<file path="config.mk">
export PLATFORM = sky130hd
export DESIGN_NAME = pipe_stage_skid
export DESIGN_NICKNAME = d
export VERILOG_FILES = /design/src/rtl/pipe_pkg.sv /design/src/rtl/pipe_stage_skid.sv
export SDC_FILE = /design/constraint.sdc
export NUM_CORES = 1
export LEC_CHECK = 0
export CAP_MARGIN = 20
export CORE_MARGIN = 1
export CORE_UTILIZATION = 43
export DETAILED_ROUTE_END_ITERATION = 8
export GPL_ROUTABILITY_DRIVEN = 0
export PLACE_DENSITY = 0.77
export SKIP_CTS_REPAIR_TIMING = 1
export SYNTH_ARGS = -nofsm -noshare
export SYNTH_HDL_FRONTEND = slang
export SYNTH_SLANG_ARGS = --single-unit
export TNS_END_PERCENT = 5
</file>
<file path="constraint.sdc">
create_clock -name clk -period 1.5 [get_ports clk]
set_input_delay 0.225 -clock clk [delete_from_list [all_inputs] [get_ports clk]]
set_output_delay 0.225 -clock clk [all_outputs]
set_load 0.01 [all_outputs]
</file>
<file path="src/rtl/pipe_pkg.sv">
// Shared types for pipeline stage registers built on pipe_stage_skid.
package pipe_pkg;

  typedef enum logic [1:0] {
    EMPTY = 2'd0,
    BUSY  = 2'd1,
    FULL  = 2'd2
  } stage_state_e;

  // IF/ID payload: instruction + address + PC+4
  localparam int IF_ID_W = 96;

endpackage

</file>
<file path="src/rtl/pipe_stage_skid.sv">
// Two-entry skid-buffered pipeline stage register with a registered in_ready
// and flush support for branch/jump redirects.
module pipe_stage_skid
  import pipe_pkg::*;
#(
  parameter int DATA_W     = 96,
  parameter bit FLUSH_ZERO = 1'b1
) (
  input  logic              clk,
  input  logic              reset,
  input  logic              flush,
  input  logic              in_valid,
  output logic              in_ready,
  input  logic [DATA_W-1:0] in_data,
  output logic              out_valid,
  input  logic              out_ready,
  output logic [DATA_W-1:0] out_data,
  output logic [1:0]        occupancy
);

  stage_state_e      r_state;
  stage_state_e      w_state_nxt;
  logic [DATA_W-1:0] r_main;
  logic [DATA_W-1:0] r_skid;
  logic              r_in_ready;
  logic              w_ld_main_in;
  logic              w_ld_main_skid;
  logic              w_ld_skid;

  // In EMPTY/BUSY in_ready is 1, so in_valid alone means an input transfer.
  always_comb begin
    w_state_nxt    = r_state;
    w_ld_main_in   = 1'b0;
    w_ld_main_skid = 1'b0;
    w_ld_skid      = 1'b0;
    case (r_state)
      EMPTY: begin
        if (in_valid) begin
          w_ld_main_in = 1'b1;
          w_state_nxt  = BUSY;
        end
      end
      BUSY: begin
        if (in_valid && out_ready) begin
          w_ld_main_in = 1'b1;
        end else if (in_valid) begin
          w_ld_skid   = 1'b1;
          w_state_nxt = FULL;
        end else if (out_ready) begin
          w_state_nxt = EMPTY;
        end
      end
      FULL: begin
        if (out_ready) begin
          w_ld_main_skid = 1'b1;
          w_state_nxt    = BUSY;
        end
      end
      default: w_state_nxt = EMPTY;
    endcase
  end

  always_ff @(posedge clk) begin
    if (reset) begin
      r_state    <= EMPTY;
      r_main     <= '0;
      r_skid     <= '0;
      r_in_ready <= 1'b1;
    end else if (flush) begin
      r_state    <= EMPTY;
      r_in_ready <= 1'b1;
      if (FLUSH_ZERO) begin
        r_main <= '0;
        r_skid <= '0;
      end
    end else begin
      r_state    <= w_state_nxt;
      // in_ready tracks the next state so it never depends on out_ready combinationally
      r_in_ready <= (w_state_nxt != FULL);
      if (w_ld_main_in)
        r_main <= in_data;
      else if (w_ld_main_skid)
        r_main <= r_skid;
      if (w_ld_skid)
        r_skid <= in_data;
    end
  end

  always_comb begin
    occupancy = 2'd0;
    case (r_state)
      EMPTY:   occupancy = 2'd0;
      BUSY:    occupancy = 2'd1;
      FULL:    occupancy = 2'd2;
      default: occupancy = 2'd0;
    endcase
  end

  assign in_ready  = r_in_ready;
  assign out_valid = (r_state != EMPTY);
  assign out_data  = r_main;

endmodule

</file>
### Word level (Yosys, flattened, before mapping)

Cells that the tools add are included.

| word-level totals | value |
|---|---|
| bits in registers | 195 |
| input port bits | 101 |
| output and inout bits | 100 |
| logic and storage cells | 28 |

| cells by class | value |
|---|---|
| equality and inequality tests | 3 |
| mux-type cells | 16 |
| reductions and logical operators | 5 |

Operator list:

| kind | number |
|---|---|
| 96-bit 2-to-1 mux | 2 |
| 2-bit 2-to-1 mux | 5 |
| 1-bit 2-to-1 mux | 6 |
| 2-bit case mux with 3 select lines | 1 |
| 2-bit case mux with 2 select lines | 1 |
| 2-bit nonzero test | 2 |
| 2-bit by 1-bit equality test with 1-bit output (second input constant) | 1 |
| 2-bit equality test (second input constant) | 1 |
| 2-bit logical NOT | 1 |
| 2-bit != test (second input constant) | 1 |
| 1-bit case mux with 2 select lines | 1 |
| 2-bit OR reduction | 1 |
| 1-bit logical AND | 1 |

### Depth between registers and ports, before layout

Gate-level depths: netlist of run 1.

| logic depth | value |
|---|---|
| depth after elaboration | 5 |
| mapped depth | 7 |

### Least setup slack after synthesis of run 1

Ideal clock, no wire load.

| timing | value |
|---|---|
| path type | reg-to-reg |
| start | register r_state[0] |
| end | register r_main[36], in the netlist out_data[36] |
| library setup time | 0.119 ns |
| data arrival time | 1.424 ns |
| data required time | 1.381 ns |
| path slack | -0.043 ns |
| cell stages (with the launch flop) | 8 |
| path buffers | 3 |
| clock period less this slack | 1.543 ns |
| cell sequence | dfxtp_1 > nand2b_1 > inv_2 > a22o_1 > clkbuf_1 > buf_6 > buf_6 > o221a_1 |

| between the ends | value |
|---|---|
| longest elaborated chain between the ends | 3 |

Ends and longest elaborated chain:

| element | RTL line | source |
|---|---|---|
| from (decl) | pipe_stage_skid.sv:21 | `stage_state_e r_state;` |
| from (signal assigned) | pipe_stage_skid.sv:77 | `r_state <= w_state_nxt;` |
| 2-bit by 1-bit equality test with 1-bit output (tied with other cells) | pipe_stage_skid.sv:36 | `case (r_state)` |
| 1-bit case mux with 2 select lines / 1-bit 2-to-1 mux (equally long branches) | pipe_stage_skid.sv:36 |  |
| 96-bit 2-to-1 mux / 2-bit nonzero test (equally long branches) | n/a |  |
| to (signal assigned) | pipe_stage_skid.sv:81 | `r_main <= in_data;` |
| to (signal assigned) | pipe_stage_skid.sv:83 | `r_main <= r_skid;` |
| to (decl) | pipe_stage_skid.sv:23 | `logic [DATA_W-1:0] r_main;` |

Several ways; a longest one is shown, not always the timed one.
A chain may end at the register's enable or synchronous reset.

### Final worst setup path of run 1

| timing | value |
|---|---|
| start | register r_state[1] |
| end | output out_valid |

| between the ends | value |
|---|---|
| longest elaborated chain between the ends | 1 |

Ends and longest elaborated chain:

| element | RTL line | source |
|---|---|---|
| 2-bit nonzero test | pipe_stage_skid.sv:100 | `assign out_valid = (r_state != EMPTY);` |
| to (decl) | pipe_stage_skid.sv:15 | `output logic out_valid,` |

No other way between the ends.

==> results.md, run 1 <==
* Status: completed
* Reg area at 3910 µm²
* Final Setup Violations at 0
* Cell Area, Placed at between 9000 and 10,000 µm²
* First-pass iteration count of the detailed router at 5
* Post-route ant nets at 0
* # DRC at 0
* Data arrival, critical path at 1.27 ns
* Unique masters post-synth at 23
* Worst path bufs/invs at 2
* Die Span Y at 133 µm
* Synth area leader: dfxtp_1
* Finished Cell Area at 10,700 µm²
* Maxcap violations at 0
* Worst Setup Start Kind: register
* Average routed wire per standard cell at between 15 and 20 µm
* Final worst-path cycle share at 0.999
* Initial antenna violation count at 0
* Slew margin rel. at 0.779
* FP Rows at 47
* Share of post-route cells with drive strength above 1 at 0.131
* TritonCTS Buffers at 17
* Number of antenna diodes at 0
* Root Buffer: clkbuf_16
* Hold WS at about 0.38 ns
* Critical path endpoint category: output pin
* Starting DRT DRC Count at 534
* Drt via density at ~5.6
* Post-route minimum period at 1.50 ns
* Gr usage total at 0.229
* CTS tree: done
* Clk slew on worst S/H paths at 0.07 ns
* Fill cells at 1,323
* Max IR drop VDD at between 0.8 and 0.9 mV
* Clock Latency Late Sink at 0.43 ns
* Slowest cell on crit path: dfxtp_2
* HPWL Detailed at 12,900 µm
* First-pass GRT wire length at 32,600 µm
* Sequential fraction of the synthesis area at 0.530
* Port Buffers at 200
* Worst hold path type: input port to register
* Die ar. at 17,600 µm²
* Post-synthesis cell area at between 7000 and 8000 µm²
* Largest net degree at the start of global routing at 52
* Critical-path maximum fanout at 5
* Fmax at about 670 MHz
* Leading post-synthesis cells by cell area: dfxtp_1 (53%), nand2_1 (9.9%), o21a_1 (9.8%)
* Synthesis-to-layout area growth at 44.9%
* Vias after detailed routing at 6,566
* WS Path Type: register to output pin
* Cell Chain, Critical Path: buf_6 -> or2_2 -> clkbuf_2
* Final clock skew at 0.00753 ns
* Most frequent cells in the layout: nand2_1 (193), dfxtp_1 (193), clkdlybuf4s50_1 (100), dlymetal6s2s_1 (98)
* Post-Syn Instances at 767
* Max-slew violations at 0
* H-tree levels at 4
* CP Data Required Time at 1.27 ns
* Top Ports at approximately 200
* CTS sink count at 195
* Post-synth EDFFs at 0
* Final wirelength at 20,100 µm
* Overflow after GRT at 0
* Yosys reg bits at 195
* Top cell type's share of synthesized area at 0.530
* Slowest stage delay, CP at 0.32 ns
* Static leakage at 0.00525 µW
* Synth Warn # at 0
* Slew @ Worst Pin at 0.330 ns
* Pwr Density at 1030 nW/µm²
* Top delay family on crit path: flip-flops
* Final-report hold violation count at 0
* CTS max path bufs at 2
* Top FF cell, synth: dfxtp_1
* Synth Net Count at slightly below 900
* Core box area at 16,600 µm²
* Mean post-synth cell area at between 9 and 10 µm²
* Unrepaired setup endpoints after global routing: true
* Starting density of the core at 0.442
* Fin nets at 1,050
* Die W at approximately 130 µm
* Fraction of registers with async set/reset at 0
* Vias in the first global route at 6,368
* Multi-input gate area at 3180 µm²
[metal layers]
layer	share of wire	wire, µm	GRT usage	vias to the layer above
li1	-	-	-	3128
met1	0.45	9150	0.304	3174
met2	0.46	9290	0.362	235
met3	0.066	1330	0.0517	29
met4	0.017	348	0.0900	0
met5	0	0	0	-
[cell type report]
cell class	instances	share of cell area
clock buffer	23	0.0439
inverter	1	0.000352
timing repair buffer	237	0.255
sequential	195	0.367
multi-input combinational	497	0.299
tap	220	0.0258
clock inverter	8	0.00974
[cell usage after synthesis (5+ instances only)]
library cell / number
dfxtp_1: 195
buf_1: 7
o21a_1: 96
o221a_1: 47
buf_6: 5
o221a_2: 49
nand2_1: 194
clkbuf_1: 47
a21oi_1: 96
buf_2: 15
[worst paths after layout]
kind / startpoint / to / slack, ns / cells past startpoint
min: in_data[29] / r_skid[29] / 0.38 / 3
max reg2reg: r_state[0] / out_data[87] / 0.01 / 4
min reg2reg: r_skid[61] / r_skid[61] / 0.45 / 2
max: r_state[1] / out_valid / 0.001 / 3
[through the flow]
step / power (µW) / util / std cells / setup TNS (ns) / worst slack, ns
after global routing: 11400 / 0.641 / 1181 / -1.19 / -0.0642
after global placement: 6750 / 0.592 / 1150 / -50.41 / -0.312
final: 11000 / 0.641 / 1181 / 0 / 0.00100
after detailed placement: 6760 / 0.592 / 1150 / -53.04 / -0.325
after floorplan: 6000 / - / 767 / 0 / 0.0359
after CTS: 11100 / 0.626 / 1181 / -6.81 / -0.414
[report_power, final]
group	total (µW)	switching [µW]	internal [µW]	leakage, µW
clock	4410	1870	2540	0.000265
combinational	1220	536	681	0.00340
sequential	5390	83.5	5310	0.00158
[sequential cells by signal, summed over array words and instances (netlist names)]
name,flops
out_data,96
r_state,2
in_ready,1
r_skid,96
[logic make-up (layout without fill, tap and decap cells)]
| group | count (synthesis) | count (layout) | share of synthesized area |
|---|---|---|---|
| buffers and inverters | 75 | 269 | 0.0459 |
| AO/OA/AOI/OAI | 292 | 292 | 0.314 |
| AND/OR/NAND/NOR | 205 | 205 | 0.109 |
| flip-flops | 195 | 195 | 0.530 |
[tightest hold or removal path: stages]
cell             delay, ns
clkdlybuf4s50_1       0.42
nand2_1               0.06
a21oi_1               0.05
Power figures use the tool's default switching activity.
==> run 2: changes to the inputs <==
--- a/config.mk
+++ b/config.mk
@@ -7,7 +7,7 @@
 export LEC_CHECK = 0
 export CAP_MARGIN = 20
 export CORE_MARGIN = 1
-export CORE_UTILIZATION = 43
+export CORE_UTILIZATION = 45
 export DETAILED_ROUTE_END_ITERATION = 8
 export GPL_ROUTABILITY_DRIVEN = 0
 export PLACE_DENSITY = 0.77
==> constraint.sdc (replaced) <==
create_clock -name clk -period 1.7 [get_ports clk]
set_input_delay 0.255 -clock clk [delete_from_list [all_inputs] [get_ports clk]]
set_output_delay 0.255 -clock clk [all_outputs]
set_load 0.01 [all_outputs]
==> results.md, run 2 (synthesized netlist as in run 1, its figures left out) <==
* HPWL Detailed at 12,800 µm
* First-pass iteration count of the detailed router at 5
* Clock Latency Late Sink at 0.42 ns
* Fmax at 609 MHz
* Most frequent cells in the layout: clkdlybuf4s50_1 (197), nand2_1 (193), dfxtp_1 (193), o21a_1 (96), a21oi_1 (96)
* Clk slew on worst S/H paths at 0.07 ns
* Vias in the first global route at 6,097
* Worst path bufs/invs at 1
* HP Start: in_data[9]
* Synthesis-to-layout area growth at 42.0%
* FP Rows at 46
* Reg2Reg Setup Slack at between 0.2 and 0.25 ns
* Pwr Density at 950 nW/µm²
* Final Setup Violations at 0
* Hold WS at around 0.4 ns
* Number of antenna diodes at 0
* Unrepaired setup endpoints after global routing: false
* Post-route minimum period at 1.64 ns
* CTS tree: done
* Capturing point of the worst reg2reg path: out_data[91]
* Final-report hold violation count at 0
* WS Path Type: register to output pin
* CTS sink count at between 150 and 200
* Max IR drop VDD at 0.706 mV
* Die Span Y at 130 µm
* Die ar. at 16,900 µm²
* Drt via density at 5.45
* CTS max path bufs at 2
* Slew @ Worst Pin at 0.385 ns
* Setup tns final at 0 ns
* Die W at about 130 µm
* Critical-path maximum fanout at 2
* # DRC at 0
* Clock network power share at 0.409
* Critical path endpoint category: output pin
* Fin util at 0.656
* Cell Chain, Critical Path: clkdlybuf4s50_1
* Final worst-path cycle share at 0.966
* Slowest cell on crit path: clkdlybuf4s50_1
* Tot Pwr at 9920 µW
* TritonCTS Buffers at 17
* Vias after detailed routing at 6,429
* Initial antenna violation count at 0
* Fill cells at 1,274
* Worst hold path type: input port to register
* Fin nets at 1,052
* Top Ports at 201
* Commonest non-fill, non-tap cell in the layout: clkdlybuf4s50_1
* Combinational fraction of design power at 0.111
* Seq pwr share at 0.480
* Max-slew violations at 0
* Root Buffer: clkbuf_16
* Hold Crit Endpoint: r_skid[9]
* Top delay family on crit path: buffers and inverters
* Largest net degree at the start of global routing at 49
* Port Buffers at 200
* Data arrival, critical path at between 1 and 1.5 ns
* Final wirelength at 19,700 µm
* First-pass GRT wire length at approximately 31,000 µm
* R2R Path Start: r_state[0]
* Gr usage total at 0.234
* Sw Share at 0.225
* Worst reg2reg path depth at 5
* Core box area at 15,900 µm²
* Status: completed
* CP Data Required Time at 1.44 ns
* Cells on Worst Hold Path at 3
* Overflow after GRT at 0
* Slowest stage delay, CP at between 0.5 and 0.6 ns
* Slew margin rel. at 0.743
* Average routed wire per standard cell at 16.7 µm
* H-tree levels at 4
* Maxcap violations at 0
* Sw power at 2230 µW
* Starting density of the core at 0.462
* Post-route ant nets at 0
* Worst Setup Start Kind: register
* Starting DRT DRC Count at between 400 and 500
* Internal at just under 8000 µW
* Share of post-route cells with drive strength above 1 at 0.131
* Final clock skew at 0.00651 ns
* Static leakage at 0.00369 µW
[run 2: through the flow]
| stage | cells | area (µm²) | setup slack [ns] |
|---|---|---|---|
| 2_1_floorplan | 767 | 7360 | 0.157 |
| 3_3_place_gp | 1148 | 9840 | -0.153 |
| 3_5_place_dp | 1148 | 9840 | -0.229 |
| 4_1_cts | 1180 | 10400 | -0.292 |
| 5_1_grt | 1180 | 10500 | 0.0296 |
| 6_report | 1180 | 10500 | 0.0578 |
[run 2: layout make-up]
type                    instances  area [µm²]  area share
flip-flops and latches        195        3910       0.374
multi-input cells             497        3180       0.304
repair buffers                239        2490       0.238
clock buffers                  26         509      0.0487
well taps                     216         270      0.0259
clock inverters                 6        93.8     0.00898
inverters                       1        3.75    0.000359
[run 2: power by group through the flow]
| stage | combinational [µW] | clock [µW] | sequential (µW) |
|---|---|---|---|
| after floorplan | 398 | 0 | 4900 |
| after detailed placement | 1100 | 0 | 4860 |
| after CTS | 1110 | 4120 | 4760 |
| after global placement | 1090 | 0 | 4860 |
| final | 1100 | 4060 | 4760 |
| after global routing | 1170 | 4320 | 4770 |
[run 2: metal layers]
metal	track usage	routed length [µm]
met1	0.326	9280
met2	0.362	8940
met3	0.0484	1220
met4	0.0773	285
met5	0	0
[run 2: worst register-to-register path: stages, from the launching register on]
cell and delay (ns):
dfxtp_4 0.39, nand2b_1 0.17, inv_2 0.05, a22o_4 0.28, buf_12 0.18, o221a_2 0.28
[run 2: worst max path at each step]
stage,from,to,slack (ns),depth (start not counted)
final,out_data[26],out_data[26],0.06,1
after global routing,out_data[31],out_data[31],0.03,1
after CTS,r_state[1],occupancy[1],-0.29,3
after detailed placement,out_ready,r_skid[37],-0.23,7
after global placement,out_ready,out_data[20],-0.15,6
after floorplan,r_state[0],out_data[36],0.16,7
